[config.mk]
export PLATFORM = sky130hd
export DESIGN_NAME = mem_read_arbiter
export DESIGN_NICKNAME = d
export VERILOG_FILES = /design/src/rtl/mem_read_arbiter.sv
export SDC_FILE = /design/constraint.sdc
export NUM_CORES = 1
export LEC_CHECK = 0
export CAP_MARGIN = 20
export CORE_ASPECT_RATIO = 1.4
export CORE_MARGIN = 3
export CORE_UTILIZATION = 30
export DETAILED_ROUTE_END_ITERATION = 7
export PLACE_DENSITY_LB_ADDON = 0.2
export SLEW_MARGIN = 20
export SYNTH_ARGS = -nofsm -noshare
export SYNTH_HDL_FRONTEND = slang
export SYNTH_SLANG_ARGS = --single-unit
export TNS_END_PERCENT = 10
[constraint.sdc]
create_clock -name clk -period 1.5 [get_ports clk]
set_input_delay 0.45 -clock clk [delete_from_list [all_inputs] [get_ports clk]]
set_output_delay 0.45 -clock clk [all_outputs]
set_load 0.01 [all_outputs]
[src/rtl/mem_read_arbiter.sv]
// Two-master round-robin arbiter for a single AXI-style read channel.
// One burst is outstanding at a time; data beats route to the granted master.
module mem_read_arbiter #(
  parameter int ADDR_WIDTH = 26,
  parameter int DATA_WIDTH = 32,
  parameter int LEN_WIDTH  = 5,
  parameter int ID_WIDTH   = 4
) (
  input  logic                  clk,
  input  logic                  rst,
  input  logic [ADDR_WIDTH-1:0] m0_araddr,
  input  logic [LEN_WIDTH-1:0]  m0_arlen,
  input  logic [ID_WIDTH-1:0]   m0_arid,
  input  logic                  m0_arvalid,
  output logic                  m0_arready,
  output logic [DATA_WIDTH-1:0] m0_rdata,
  output logic                  m0_rvalid,
  input  logic                  m0_rready,
  input  logic [ADDR_WIDTH-1:0] m1_araddr,
  input  logic [LEN_WIDTH-1:0]  m1_arlen,
  input  logic [ID_WIDTH-1:0]   m1_arid,
  input  logic                  m1_arvalid,
  output logic                  m1_arready,
  output logic [DATA_WIDTH-1:0] m1_rdata,
  output logic                  m1_rvalid,
  input  logic                  m1_rready,
  output logic [ADDR_WIDTH-1:0] mem_araddr,
  output logic [LEN_WIDTH-1:0]  mem_arlen,
  output logic [ID_WIDTH-1:0]   mem_arid,
  output logic                  mem_arvalid,
  input  logic                  mem_arready,
  input  logic [DATA_WIDTH-1:0] mem_rdata,
  input  logic                  mem_rvalid,
  output logic                  mem_rready,
  output logic                  busy,
  output logic                  protocol_err,
  output logic [1:0]            state_dbg
);

  // Handshakes: a transfer on any channel happens on the posedge where
  // valid and ready are both high; valid never waits on ready.
  typedef enum logic [1:0] {
    IDLE = 2'd0,
    ADDR = 2'd1,
    DATA = 2'd2
  } state_t;

  state_t               state;
  logic                 grant;
  logic                 prefer;
  logic [LEN_WIDTH-1:0] count;
  logic                 pick;
  logic                 in_addr;
  logic                 in_data;
  logic                 beat;

  // Preferred master wins a tie; otherwise whoever is requesting.
  assign pick = (m0_arvalid && m1_arvalid) ? prefer : m1_arvalid;

  // Combinational paths are forced low while rst is high so the reset
  // cycle itself never routes a beat or accepts an address.
  assign in_addr = !rst && (state == ADDR);
  assign in_data = !rst && (state == DATA);

  assign m0_arready   = in_addr && !grant && mem_arready;
  assign m1_arready   = in_addr &&  grant && mem_arready;
  assign mem_rready   = in_data && (grant ? m1_rready : m0_rready);
  assign m0_rvalid    = in_data && !grant && mem_rvalid;
  assign m1_rvalid    = in_data &&  grant && mem_rvalid;
  assign m0_rdata     = rst ? '0 : mem_rdata;
  assign m1_rdata     = rst ? '0 : mem_rdata;
  assign beat         = in_data && mem_rvalid && mem_rready;
  assign busy         = !rst && (state != IDLE);
  assign protocol_err = !rst && mem_rvalid && (state != DATA);
  assign state_dbg    = state;

  always_ff @(posedge clk) begin
    if (rst) begin
      state       <= IDLE;
      grant       <= 1'b0;
      prefer      <= 1'b0;
      count       <= '0;
      mem_araddr  <= '0;
      mem_arlen   <= '0;
      mem_arid    <= '0;
      mem_arvalid <= 1'b0;
    end else begin
      case (state)
        IDLE: begin
          if (m0_arvalid || m1_arvalid) begin
            grant       <= pick;
            mem_araddr  <= pick ? m1_araddr : m0_araddr;
            mem_arlen   <= pick ? m1_arlen  : m0_arlen;
            mem_arid    <= pick ? m1_arid   : m0_arid;
            mem_arvalid <= 1'b1;
            state       <= ADDR;
          end
        end
        ADDR: begin
          if (mem_arready) begin
            mem_arvalid <= 1'b0;
            // A zero length is treated as a single beat.
            count       <= (mem_arlen == '0) ? LEN_WIDTH'(1) : mem_arlen;
            prefer      <= ~grant;
            state       <= DATA;
          end
        end
        DATA: begin
          if (beat) begin
            count <= count - LEN_WIDTH'(1);
            if (count == LEN_WIDTH'(1)) state <= IDLE;
          end
        end
        default: state <= IDLE;
      endcase
    end
  end

endmodule
==> metrics <==
CP Data Required Time 1.05 ns; crit path launch type input pin; skew final 0.00685 ns; failing checks setup timing; register area share after synthesis 0.341; worst setup path start m1_rready; DP Cell Count 613; Fmax 596 MHz; CTS tree built; RSZ-0062 raised after global routing true; Core Area between 8000 and 9000 µm²; pin count of the biggest net entering global routing 43; Post-Syn Instances 302; share of post-route cells with drive strength above 1 0.366; worst vdd ir between 600 and 700 µV; Distinct cells, synth 39; area share of xor/xnor cells in the synthesized design 0; Rows 39; Worst-Skew Late Latency between 0.2 and 0.3 ns; via count 2891; cell with the most instances after synthesis nor2_1; Hold Crit Depth 2; synth top area cells dfxtp_1 (34%), mux2i_1 (13%), buf_4 (11%); hold endpoint count[4]$_SDFFE_PP0P_; ANT nets after route 0; status finished, violations left; EDFF count, synth 0; Die ar. 9980 µm²; final setup margin -0.179 ns; Worst Path Max Fanout 2; LEAKAGE 0.00260 µW; CP Capture Type output port; Post-synth top flop dfxtp_1; synth cell count leaders nor2_1 (47), dfxtp_1 (45), buf_4 (38); TritonCTS Sinks 45; Synth top area share 0.341; Syn Nets 414; DR pass1 iterations 4; Register-to-Register Setup Slack -0.03 ns; initial antenna violation count 0; final-report max-slew violation count 0; DRT iter0 DRCs 115; H-tree depth 2; total negative setup slack -6.19 ns; CTS root buf clkbuf_16; multiplexer area fraction after synthesis 0.138; Global Route Usage Sum 0.178; Wirelength per Cell roughly 15 µm; Synth Area in Simple Gates 0.204; Synth area leader dfxtp_1; CP arrival 1.23 ns; CTS max path bufs 2; Nets 637; hold crit path type flop to flop; overall power 4030 µW; Remaining DRCs 0; final hold slack 0.483 ns; Overflow after GRT 0; syn avg cell area around 8.7 µm²; Setup-failing EPs final 57; DIE WIDTH 85.3 µm; largest family of logic cells by synthesized area simple AND/OR/NAND/NOR gates; post-layout instance count excluding filler cells 627; r2r worst-path depth 6; Min-Delay Startpoint count[4]$_SDFFE_PP0P_; post-route minimum period 1.68 ns; DP Wirelength ~7600 µm; hold buffers post-CTS 0; Power Density 762 nW/µm²; Num CTS Buffers 5; fin crit share 1.12; Initial Util 0.317; worst r2r src grant$_SDFFE_PP0P_; Compound-Gate Fraction of Synth Area 0.156; mapped cell area 2640 µm²; PortBufs roughly 220; clock slew at reported path FFs around 0.060 ns; I/O pins 219; first-pass GRT wire length roughly 14000 µm; number of max-cap violations 0; Synth async-reset ratio 0; end of the worst register-to-register path count[2]$_SDFFE_PP0P_; antenna cells 0; DRT Wirelength 9310 µm; Warnings, synthesis 0; max_slew headroom 0.774; Adder-Cell Fraction of Synth Area 0.00947; Final Util 0.633; vias in the first global route ~2900; Synth Register Bits 45; P&R area growth vs syn 100%; worst-margin pin slew between 0.3 and 0.4 ns; gpl congestion 0.735; Final Hold Fails 0; drt via density 4.61; die height roughly 120 µm; Crit Path Class input pin to output port
==> how the worst max path moves through the flow <==
| stage | endpoint | slack, ns | cells after the start |
|---|---|---|---|
| 2_1_floorplan | m0_arready | -0.02 | 3 |
| 3_3_place_gp | m1_rvalid | -0.70 | 5 |
| 3_5_place_dp | m1_rvalid | -0.73 | 5 |
| 4_1_cts | mem_rready | -0.18 | 3 |
| 5_1_grt | mem_rready | -0.21 | 3 |
| 6_report | mem_rready | -0.18 | 4 |
==> critical path, cell delays in order <==
cell and delay (ns):
dlygate4sd2_1 0.23, mux2_4 0.26, nor3b_4 0.15, buf_2 0.14
==> cells in the final DEF, fill, tap and decap left out, types with 2 or more instances in the layout <==
cell type and n:
nor3_1 5, nand2_1 3, nor2_1 45, a211oi_1 30, mux2i_1 35, a21oi_1 6
buf_4 48, or2_2 2, clkbuf_16 5, o21ai_0 3, a211oi_2 6, ha_1 2
buf_12 7, nand3b_1 2, buf_6 18, buf_2 51, clkdlybuf4s50_1 92, dfxtp_1 42
dlygate4sd2_1 49, dlymetal6s2s_1 3, dfxtp_4 3, nor2b_4 34, inv_1 3
==> per-layer routing <==
layer,global-route usage,up-vias,part of all wire
met5,0,-,0
met1,0.183,1277,0.35
met4,0.0422,0,0.012
li1,-,1467,-
met3,0.0483,10,0.095
met2,0.354,137,0.55
==> logic make-up (layout without fill, tap and decap cells) <==
kind of cell    after synthesis  after routing
simple gates                104            104
buf+inv                      59            282
compound gates               56             56
flops                        45             45
mux                          36             36
fa+ha+maj                     2              2
==> flip-flops by register name (all words and copies together), names as in the netlist <==
name and flops:
count 5, grant 1, mem_araddr 26, mem_arid 4, mem_arlen 5, mem_arvalid 1
prefer 1, state_dbg 2
==> cell type report <==
cell class	count	area (µm²)
Tap cell	102	128
Clock inverter	1	7.51
Sequential cell	45	912
Timing Repair Buffer	271	2400
Fill cell	743	3060
Multi-Input combinational cell	198	1680
Clock buffer	6	139
Inverter	4	15.0
==> stage by stage <==
| stage | instance area [µm²] | setup WS, ns |
|---|---|---|
| after floorplan | 2930 | -0.0192 |
| after CTS | 5180 | -0.179 |
| final | 5280 | -0.179 |
| after global routing | 5280 | -0.206 |
| after detailed placement | 5240 | -0.734 |
| after global placement | 5240 | -0.703 |
==> power by group <==
| part | total, µW | leakage [µW] | switching (µW) | internal, µW |
|---|---|---|---|---|
| clock | 1070 | 0.0000690 | 418 | 652 |
| sequential | 1410 | 0.000375 | 80.5 | 1330 |
| combinational | 1540 | 0.00216 | 656 | 887 |
==> timing repair <==
item | 4_1_cts | 5_1_grt
gates resized for setup | 370 | 26
gates cloned | 1 | 0
setup endpoints to repair | 150 | 84
setup buffers | 6 | 0
pin swaps | 7 | 11
Note: power is estimated with default switching activity, not from simulation.
